--- src/rtl/riscv_pkg.sv ---
// riscv_pkg: definitions shared between the fetch front end and the Controller.
//   NOP_INST      - addi x0,x0,0, driven on inst whenever fetch has nothing valid
//   opcode consts - RV32I major opcodes used by the Controller decode
//   fetch_state_e - fetch sequencer states
package riscv_pkg;

  localparam logic [31:0] NOP_INST = 32'h0000_0013;

  localparam logic [6:0] OP     = 7'b0110011;
  localparam logic [6:0] OP_IMM = 7'b0010011;
  localparam logic [6:0] LOAD   = 7'b0000011;
  localparam logic [6:0] STORE  = 7'b0100011;
  localparam logic [6:0] BRANCH = 7'b1100011;
  localparam logic [6:0] LUI    = 7'b0110111;
  localparam logic [6:0] AUIPC  = 7'b0010111;
  localparam logic [6:0] JAL    = 7'b1101111;
  localparam logic [6:0] JALR   = 7'b1100111;

  typedef enum logic {
    FETCH_BOOT = 1'b0,
    FETCH_RUN  = 1'b1
  } fetch_state_e;

endpackage

--- src/rtl/fetch_fifo.sv ---
// fetch_fifo: small synchronous FIFO with a combinational head.
//   clk, rst   - clock, asynchronous active-high reset
//   flush      - empties the FIFO at the next edge; wins over push and pop
//   push       - write push_data (ignored when full unless a pop happens too)
//   pop        - drop the head entry (ignored when empty)
//   pop_data   - current head entry, valid whenever count != 0
//   count      - number of stored entries, 0..DEPTH
// DEPTH must be a power of two so the pointers wrap on their own.
module fetch_fifo #(
  parameter int DEPTH = 2,
  parameter int WIDTH = 64,
  localparam int PTR_W = $clog2(DEPTH),
  localparam int CNT_W = $clog2(DEPTH) + 1
) (
  input  logic             clk,
  input  logic             rst,
  input  logic             flush,
  input  logic             push,
  input  logic [WIDTH-1:0] push_data,
  input  logic             pop,
  output logic [WIDTH-1:0] pop_data,
  output logic [CNT_W-1:0] count
);

  logic [WIDTH-1:0] mem [DEPTH];
  logic [PTR_W-1:0] rd_ptr_reg;
  logic [PTR_W-1:0] wr_ptr_reg;
  logic [CNT_W-1:0] count_reg;
  logic             do_push;
  logic             do_pop;
  logic [DEPTH-1:0] wr_en;

  assign do_pop  = pop && (count_reg != '0);
  // A full FIFO can still take a word when the head leaves in the same cycle.
  assign do_push = push && ((count_reg != CNT_W'(DEPTH)) || do_pop);

  for (genvar gi = 0; gi < DEPTH; gi++) begin : g_wr_en
    assign wr_en[gi] = do_push && !flush && (wr_ptr_reg == PTR_W'(gi));
  end

  // Storage carries no reset: only the pointers decide what is valid.
  always_ff @(posedge clk) begin
    for (int i = 0; i < DEPTH; i++) begin
      if (wr_en[i]) begin
        mem[i] <= push_data;
      end
    end
  end

  always_ff @(posedge clk or posedge rst) begin
    if (rst) begin
      rd_ptr_reg <= '0;
      wr_ptr_reg <= '0;
      count_reg  <= '0;
    end else if (flush) begin
      rd_ptr_reg <= '0;
      wr_ptr_reg <= '0;
      count_reg  <= '0;
    end else begin
      if (do_push) begin
        wr_ptr_reg <= wr_ptr_reg + PTR_W'(1);
      end
      if (do_pop) begin
        rd_ptr_reg <= rd_ptr_reg + PTR_W'(1);
      end
      count_reg <= count_reg + CNT_W'(do_push) - CNT_W'(do_pop);
    end
  end

  assign pop_data = mem[rd_ptr_reg];
  assign count    = count_reg;

endmodule

--- src/rtl/instruction_fetch.sv ---
// instruction_fetch: core front end. Owns the PC, issues word reads to
// instruction memory, buffers returned words and hands {inst, inst_pc} to
// decode with valid/ready flow control. A redirect from decode discards the
// wrong-path stream.
//   clk, rst         - clock, asynchronous active-high reset
//   imem_req_*       - fetch request (valid/ready/addr), addr always word aligned
//   imem_rsp_*       - in-order read data from instruction memory
//   redirect(_pc)    - PC change request from decode
//   inst_valid/ready - handshake towards decode
//   inst, inst_pc    - FIFO head, NOP / 0 while nothing valid
//   misalign_err     - one-cycle pulse after a redirect to a misaligned target
module instruction_fetch
  import riscv_pkg::*;
#(
  parameter logic [31:0] RESET_PC = 32'h0000_0000,
  parameter int          DEPTH    = 2
) (
  input  logic        clk,
  input  logic        rst,
  output logic        imem_req_valid,
  input  logic        imem_req_ready,
  output logic [31:0] imem_req_addr,
  input  logic        imem_rsp_valid,
  input  logic [31:0] imem_rsp_data,
  input  logic        redirect,
  input  logic [31:0] redirect_pc,
  output logic        inst_valid,
  input  logic        inst_ready,
  output logic [31:0] inst,
  output logic [31:0] inst_pc,
  output logic        misalign_err
);

  localparam int CNT_W = $clog2(DEPTH) + 1;

  fetch_state_e     state_reg;
  fetch_state_e     state_next;
  logic [31:0]      fetch_pc_reg;
  logic [CNT_W-1:0] inflight_reg;
  logic [CNT_W-1:0] inflight_next;
  logic [CNT_W-1:0] drop_reg;
  logic [CNT_W-1:0] drop_next;
  logic             block_req_reg;
  logic             misalign_err_reg;

  logic [CNT_W-1:0] data_count;
  logic [CNT_W-1:0] tag_count;
  logic [63:0]      data_head;
  logic [31:0]      tag_head;
  logic [CNT_W:0]   occupancy;
  logic             has_room;
  logic             req_accept;
  logic             rsp_keep;
  logic             inst_pop;

  // Requests in flight plus buffered words bound the FIFO, so a returning
  // word always has a slot waiting for it.
  assign occupancy = {1'b0, inflight_reg} + {1'b0, data_count};
  assign has_room  = occupancy < (CNT_W + 1)'(DEPTH);

  always_ff @(posedge clk or posedge rst) begin
    if (rst) begin
      state_reg <= FETCH_BOOT;
    end else begin
      state_reg <= state_next;
    end
  end

  always_comb begin
    state_next     = state_reg;
    imem_req_valid = 1'b0;
    unique case (state_reg)
      FETCH_BOOT: state_next = FETCH_RUN;
      // The cycle after a redirect is silent: it withdraws any old-path
      // request while the address register moves to the new target.
      FETCH_RUN:  imem_req_valid = !block_req_reg && has_room;
    endcase
  end

  assign req_accept    = imem_req_valid && imem_req_ready;
  // A response arriving with a redirect belongs to the old path.
  assign rsp_keep      = imem_rsp_valid && (drop_reg == '0) && !redirect;
  assign inflight_next = inflight_reg + CNT_W'(req_accept) - CNT_W'(imem_rsp_valid);

  always_comb begin
    drop_next = drop_reg;
    if (redirect) begin
      drop_next = inflight_next;
    end else if (imem_rsp_valid && (drop_reg != '0)) begin
      drop_next = drop_reg - CNT_W'(1);
    end
  end

  always_ff @(posedge clk or posedge rst) begin
    if (rst) begin
      fetch_pc_reg     <= RESET_PC;
      inflight_reg     <= '0;
      drop_reg         <= '0;
      block_req_reg    <= 1'b0;
      misalign_err_reg <= 1'b0;
    end else begin
      inflight_reg     <= inflight_next;
      drop_reg         <= drop_next;
      block_req_reg    <= redirect;
      misalign_err_reg <= redirect && (redirect_pc[1:0] != 2'b00);
      if (redirect) begin
        fetch_pc_reg <= {redirect_pc[31:2], 2'b00};
      end else if (req_accept) begin
        fetch_pc_reg <= fetch_pc_reg + 32'd4;
      end
    end
  end

  // PC tags of live (not-to-be-dropped) requests, in issue order. Flushed on
  // redirect because every outstanding request then becomes part of drop.
  fetch_fifo #(
    .DEPTH (DEPTH),
    .WIDTH (32)
  ) u_tag_q (
    .clk       (clk),
    .rst       (rst),
    .flush     (redirect),
    .push      (req_accept),
    .push_data (fetch_pc_reg),
    .pop       (rsp_keep),
    .pop_data  (tag_head),
    .count     (tag_count)
  );

  assign inst_pop = inst_valid && inst_ready;

  // Entries are {pc, inst}. A pop in the redirect cycle still completes
  // because decode samples the head before the flush lands.
  fetch_fifo #(
    .DEPTH (DEPTH),
    .WIDTH (64)
  ) u_data_q (
    .clk       (clk),
    .rst       (rst),
    .flush     (redirect),
    .push      (rsp_keep),
    .push_data ({tag_head, imem_rsp_data}),
    .pop       (inst_pop),
    .pop_data  (data_head),
    .count     (data_count)
  );

  assign imem_req_addr = fetch_pc_reg;
  assign inst_valid    = (data_count != '0);
  assign inst          = inst_valid ? data_head[31:0] : NOP_INST;
  assign inst_pc       = inst_valid ? data_head[63:32] : 32'h0000_0000;
  assign misalign_err  = misalign_err_reg;

  a_inflight_bound: assert property (@(posedge clk) disable iff (rst)
    inflight_reg <= CNT_W'(DEPTH));
  a_drop_bound: assert property (@(posedge clk) disable iff (rst)
    drop_reg <= inflight_reg);
  a_fifo_bound: assert property (@(posedge clk) disable iff (rst)
    data_count <= CNT_W'(DEPTH));
  a_tag_available: assert property (@(posedge clk) disable iff (rst)
    rsp_keep |-> (tag_count != '0));

endmodule

--- config.mk ---
export PLATFORM = sky130hd
export DESIGN_NAME = instruction_fetch
export DESIGN_NICKNAME = d
export VERILOG_FILES = /design/src/rtl/riscv_pkg.sv /design/src/rtl/fetch_fifo.sv /design/src/rtl/instruction_fetch.sv
export SDC_FILE = /design/constraint.sdc
export NUM_CORES = 1
export LEC_CHECK = 0
export ABC_AREA = 1
export ABC_CLOCK_PERIOD_IN_PS = 3850
export CAP_MARGIN = 25
export CORE_ASPECT_RATIO = 1.4
export CORE_MARGIN = 5
export CORE_UTILIZATION = 48
export DETAILED_ROUTE_END_ITERATION = 16
export GPL_TIMING_DRIVEN = 0
export PLACE_DENSITY = 0.76
export SLEW_MARGIN = 20
export SYNTH_ARGS = -nofsm -noshare
export SYNTH_HDL_FRONTEND = slang
export SYNTH_SLANG_ARGS = --single-unit
export TNS_END_PERCENT = 20
--- constraint.sdc ---
create_clock -name clk -period 3.85 [get_ports clk]
set_input_delay 0.5775 -clock clk [delete_from_list [all_inputs] [get_ports clk]]
set_output_delay 0.5775 -clock clk [all_outputs]
set_load 0.005 [all_outputs]
==> results of run 1 <==
==> area by class of cell <==
| cell class | instances | area share, % |
|---|---|---|
| sequential | 229 | 52.1 |
| multi-input combinational | 548 | 21.7 |
| timing repair buffer | 174 | 14.5 |
| clock buffer | 31 | 4.98 |
| tap | 256 | 2.51 |
| inverter | 60 | 1.76 |
| buffer | 38 | 1.56 |
| clock inverter | 9 | 0.833 |
==> per-layer routing <==
layer / wire [um] / share of wire (%)
met4: 720 / 3.1
met2: 12600 / 55
met5: 0 / 0
met1: 8440 / 37
met3: 1340 / 5.8
==> path summary, 6_finish.rpt <==
check | slack (ns) | cells after the start | from | end
worst max-delay path | 0.69 | 5 | u_data_q.count[1] | inst[0]
worst min-delay path | 0.47 | 2 | rst | misalign_err
worst max register to register | 1.19 | 9 | u_data_q.count[0] | u_tag_q.mem[0][26]
worst min register to register | 0.55 | 1 | inflight_reg[0] | inflight_reg[0]
max in group asynchronous | 2.84 | 3 | rst | imem_req_addr[19]
min in group clk | 0.55 | 1 | inflight_reg[0] | inflight_reg[0]
==> power by group <==
part / total [mW] / switching (mW) / internal [mW]
sequential: 3.07 / 0.175 / 2.89
combinational: 1.87 / 0.973 / 0.899
clock: 2.17 / 0.877 / 1.29
total: 7.11 / 2.02 / 5.08
==> placed cells by master (no fill, tap or decap), types with 18 or more instances in the layout <==
master / n
mux2_2: 28
clkdlybuf4s50_1: 164
nand3_1: 55
o21ai_0: 22
nor2_1: 44
edfxtp_1: 184
inv_1: 57
dfrtp_1: 45
clkbuf_1: 18
clkbuf_16: 23
nand2_1: 271
a21oi_1: 61
==> per-stage QoR <==
stage	util (%)	worst slack, ns
6_report	62.8	0.690
5_1_grt	62.8	0.497
4_1_cts	62.8	0.596
3_5_place_dp	59.2	0.881
3_3_place_gp	58.0	-2.35
2_1_floorplan	-	-0.242
==> kinds of logic (layout without fill, tap and decap cells) <==
logic type               Yosys count  after routing
AND/OR/NAND/NOR                  398            398
flip-flops                       229            229
buffers and inverters             98            312
AO/OA/AOI/OAI                     94             94
multiplexers                      30             30
XOR/XNOR                          12             12
adder cells (fa/ha/maj)            9              9
other                              2              5
==> impl_metrics.tcl, run 1 <==
set metrics [dict create \
    netlist.area_leader.share_pct 56.3 \
    drt_iter0_markers 322 \
    post_cts_resized 0 \
    yosysWarnings 0 \
    setup_viol 0 \
    die_y_um 179 \
    area_delta_synth_final_pct 30.1 \
    seq_area_um2 6650 \
    synthXorXnorAreaFrac_pct 1.07 \
    synth_top_family_by_area "simple AND/OR/NAND/NOR gates" \
    avgRoutedWirePerCell_um 17.2 \
    grt_use_met2_pct 37.4 \
    routed_wl_mm 23.1 \
    largest_register "u_data_q.mem" \
    hpwlAfterDp_mm 17.1 \
    endpoint_kind "output pin" \
    leakagePower_nw 4.82 \
    gp_congestion 0.843 \
    path_cells "nor2_1 > buf_2 > inv_1 > nand3_1 > clkdlybuf4s50_1" \
    ios 169 \
    drive_gt1_share_pct 11.1 \
    finalCritPeriodShare_pct 82.1 \
    multi_input_area_um2 2770 \
    htree_levels 1 \
    die_area_um2 23400 \
    cp_max_fo 10 \
    critPathKind "register to output pin" \
    cts_tree "built" \
    synthDistinctLibCells 34 \
    slowest_delay_ns 0.55 \
    num_vias 6872 \
    hold_buffers 0 \
    ys_seq_area_share_pct 67.8 \
    cts_num_sinks 229 \
    fin_area_um2 12800 \
    cp.required_ns 3.27 \
    io_buffers 164 \
    fp.dieW_um 131 \
    placedCellCount 1305 \
    largest_reg_flops 124 \
    start_util_pct 48.3 \
    num_rows 62 \
    synth.area.top_cells "edfxtp_1 56%, dfrtp_1 11%, nand2_1 10%" \
    setup-tns-final_ns 0 \
    vias_per_cell 5.11 \
    grt_pass1_vias 6999 \
    critPathSlowestCell "nor2_1" \
    final_nets 1152 \
    fmax_mhz 316 \
    netlist_top_cells_count "271 x nand2_1, 184 x edfxtp_1, 61 x a21oi_1" \
    syn-instance-count 872 \
    crit_family "buffers and inverters" \
    ant_nets 0 \
    synth-seq-cells 229 \
    cts_root_buf "clkbuf_16" \
    busiest_layer "met2" \
    core_area_um2 20300 \
    holdWs_ns 0.470 \
    cts_made_buffers 22 \
    synthAdderAreaFrac_pct 1.22 \
    rsz0062_at_grt "false" \
    path_clk_slew_ns 0.06 \
    period_needed_ns 3.16 \
    synth_compound_area_share_pct 5.06 \
    cts_setup_buffers 0 \
    worstMarginPinSlew_ns 0.669 \
    track_usage_pct 19.7 \
    synth-edff-count 184 \
    dpl-instance-area_um2 12000 \
    synth_simple_gate_area_share_pct 17.0 \
    grt_pass1_wl_mm 35.8 \
    critPathLaunchType "register" \
    path_buf_inv 3 \
    yosysMostFrequentCell "nand2_1" \
    drv_cap 0 \
    syn_area_per_cell_um2 11.3 \
    fill_cells 1582 \
    slew_headroom_pct 55.2 \
    use_met1_pct 22.1 \
    finalPower_mw 7.11 \
    async_reset_ff_share_pct 19.7 \
    vdd_ir_drop_max_mv 0.332 \
    grt_max_degree 31 \
    muxShareOfSynthArea_pct 3.44 \
    fin_cells 1345 \
    clkLatencyLatePin_ns 0.50 \
    drv_slew 0 \
    power_density_nw_per_um2 557 \
    outcome "finished clean" \
    use_met3_pct 2.77 \
    n_antenna_cell 0 \
    drc_errors 0 \
    antenna_found_initial 0 \
    finalHoldViolations 0 \
    synth_ff_type "edfxtp_1" \
    clock_skew_ns 0.0145 \
    drtPass1Iterations 5 \
    hp-class "input port to asynchronous set/reset pin" \
    arrival_ns 2.58 \
    synthesis.area_um2 9810 \
    grt_overflow 0 \
    cts.path.max_buffers 3 \
    post-synth-top-area-cell "edfxtp_1" \
]
No activity file was read; power rests on OpenSTA's default activity.
==> inputs of run 2 (changes only) <==
ABC_CLOCK_PERIOD_IN_PS = 2900   (was 3850)
clock period = 2.9 ns   (was 3.85 ns; I/O delays follow)
==> impl_metrics.tcl, run 2 (same netlist as run 1, synthesis figures left out) <==
set metrics [dict create \
    crit_family "buffers and inverters" \
    endpoint_kind "output pin" \
    worstMarginPinSlew_ns 0.748 \
    p_seq_share_pct 43.8 \
    path_buf_inv 2 \
    power.internal_mw 6.58 \
    io_buffers 164 \
    area_delta_synth_final_pct 29.4 \
    clkLatencyLatePin_ns 0.50 \
    num_vias 6916 \
    critPathSlowestCell "clkdlybuf4s50_1" \
    cts_made_buffers 22 \
    htree_levels 1 \
    die_area_um2 23400 \
    layout_common_cells "271 x nand2_1, 184 x edfxtp_1, 164 x clkdlybuf4s50_1" \
    p_comb_share_pct 26.6 \
    hp-class "input port to asynchronous set/reset pin" \
    track_usage_pct 20.0 \
    r2r_end "u_tag_q.mem[0][24]" \
    r2r-start "u_data_q.count[0]" \
    hpwlAfterDp_mm 17.2 \
    die_y_um 179 \
    critPathLaunchType "register" \
    leakagePower_nw 4.78 \
    core_area_um2 20300 \
    clock_skew_ns 0.0173 \
    largest_register "u_data_q.mem" \
    routed_wl_mm 23.7 \
    largest_reg_flops 124 \
    cp_max_fo 3 \
    cts_tree "built" \
    rsz0062_at_grt "true" \
    drv_cap 0 \
    grt_pass1_vias 7020 \
    cts_num_sinks 229 \
    grt_pass1_wl_mm 36.6 \
    gp_congestion 0.854 \
    finalCritPeriodShare_pct 96.2 \
    p_sw_mw 2.74 \
    finalPower_mw 9.31 \
    antenna_found_initial 0 \
    finalHoldViolations 0 \
    power_density_nw_per_um2 734 \
    grt_overflow 0 \
    start_util_pct 48.3 \
    layout_commonest_cell "nand2_1" \
    path_clk_slew_ns 0.07 \
    setup-tns-final_ns 0 \
    final_nets 1149 \
    drc_errors 0 \
    r2r_cells 9 \
    fmax_mhz 358 \
    n_antenna_cell 0 \
    vias_per_cell 5.15 \
    ant_nets 0 \
    drt_iter0_markers 373 \
    cts_root_buf "clkbuf_16" \
    slew_headroom_pct 50.0 \
    path_cells "nand2_1 > inv_1 > fa_1 > nor4_1 > clkdlybuf4s50_1" \
    dpl-instance-area_um2 12000 \
    cts.path.max_buffers 3 \
    ios 169 \
    holdWs_ns 0.296 \
    slowest_delay_ns 0.55 \
    fp.dieW_um 131 \
    fin_area_um2 12700 \
    drv_slew 0 \
    outcome "finished clean" \
    grt_max_degree 31 \
    critPathKind "register to output pin" \
    drive_gt1_share_pct 10.9 \
    drtPass1Iterations 4 \
    avgRoutedWirePerCell_um 17.6 \
    ff2ff_setup_slack_ns 0.27 \
    cp.required_ns 2.47 \
    setup_viol 0 \
    arrival_ns 2.36 \
    swShare_pct 29.4 \
    vdd_ir_drop_max_mv 0.371 \
    pwr-share-clk_pct 29.5 \
    num_rows 62 \
    period_needed_ns 2.79 \
]
-- run 2: worst register-to-register path, stage by stage, from the launching register on --
cell and delay (ns):
dfrtp_1 0.45, nand2_1 0.09, inv_1 0.04, fa_1 0.45, nor2_1 0.14, nand3_2 0.18, nor2_1 0.16, buf_4 0.21
nand2_1 0.11, clkinv_2 0.42
-- run 2: layer usage --
metal	part of all wire (%)	GRT usage, %
met5	0	0
met4	2.0	5.83
met3	5.0	2.50
met2	55	38.2
met1	38	23.1
-- run 2: final cells by class --
cell class | instances | area [um2]
fillers | 1615 | 7630
repair buffers | 171 | 1810
clock inverters | 16 | 120
multi-input cells | 548 | 2780
well taps | 256 | 320
flip-flops and latches | 229 | 6650
clock buffers | 24 | 579
inverters | 60 | 226
plain buffers | 38 | 201
-- run 2: worst max path at each step --
stage,slack (ns),cells past startpoint,endpoint,startpoint
finish,0.11,5,imem_req_valid,u_data_q.count[0]
detailed placement,-0.16,7,u_data_q.mem[1][58],redirect
global placement,-1.61,5,u_data_q.mem[1][1],redirect
CTS,0.003,5,inst_pc[30],u_data_q.rd_ptr_reg
floorplan,-0.03,6,u_data_q.mem[0][0],drop_reg[0]
global route,-0.006,5,inst_pc[2],u_data_q.rd_ptr_reg
-- run 2: metrics by stage --
step,cells,utilization (%),setup WS [ns]
after CTS,1342,62.5,0.00265
after detailed placement,1302,59.0,-0.156
final,1342,62.5,0.110
after global placement,1295,58.0,-1.61
after floorplan,875,-,-0.0348
after global routing,1342,62.5,-0.00641
-- run 2: power by group through the flow --
| stage | clock (mW) | combinational, mW | sequential [mW] |
|---|---|---|---|
| finish | 2.75 | 2.48 | 4.08 |
| global route | 2.93 | 2.74 | 4.12 |
| CTS | 2.80 | 2.53 | 4.08 |
| detailed placement | 0 | 2.51 | 4.14 |
| global placement | 0 | 2.41 | 4.13 |
| floorplan | 0 | 1.14 | 4.07 |
-- run 2: timing repair --
item                                    in CTS  in global routing
endpoints found under the setup margin      63                 24
resized for setup                            2                  5
hold buffers                                 0                  0
setup buffers                                0                  0
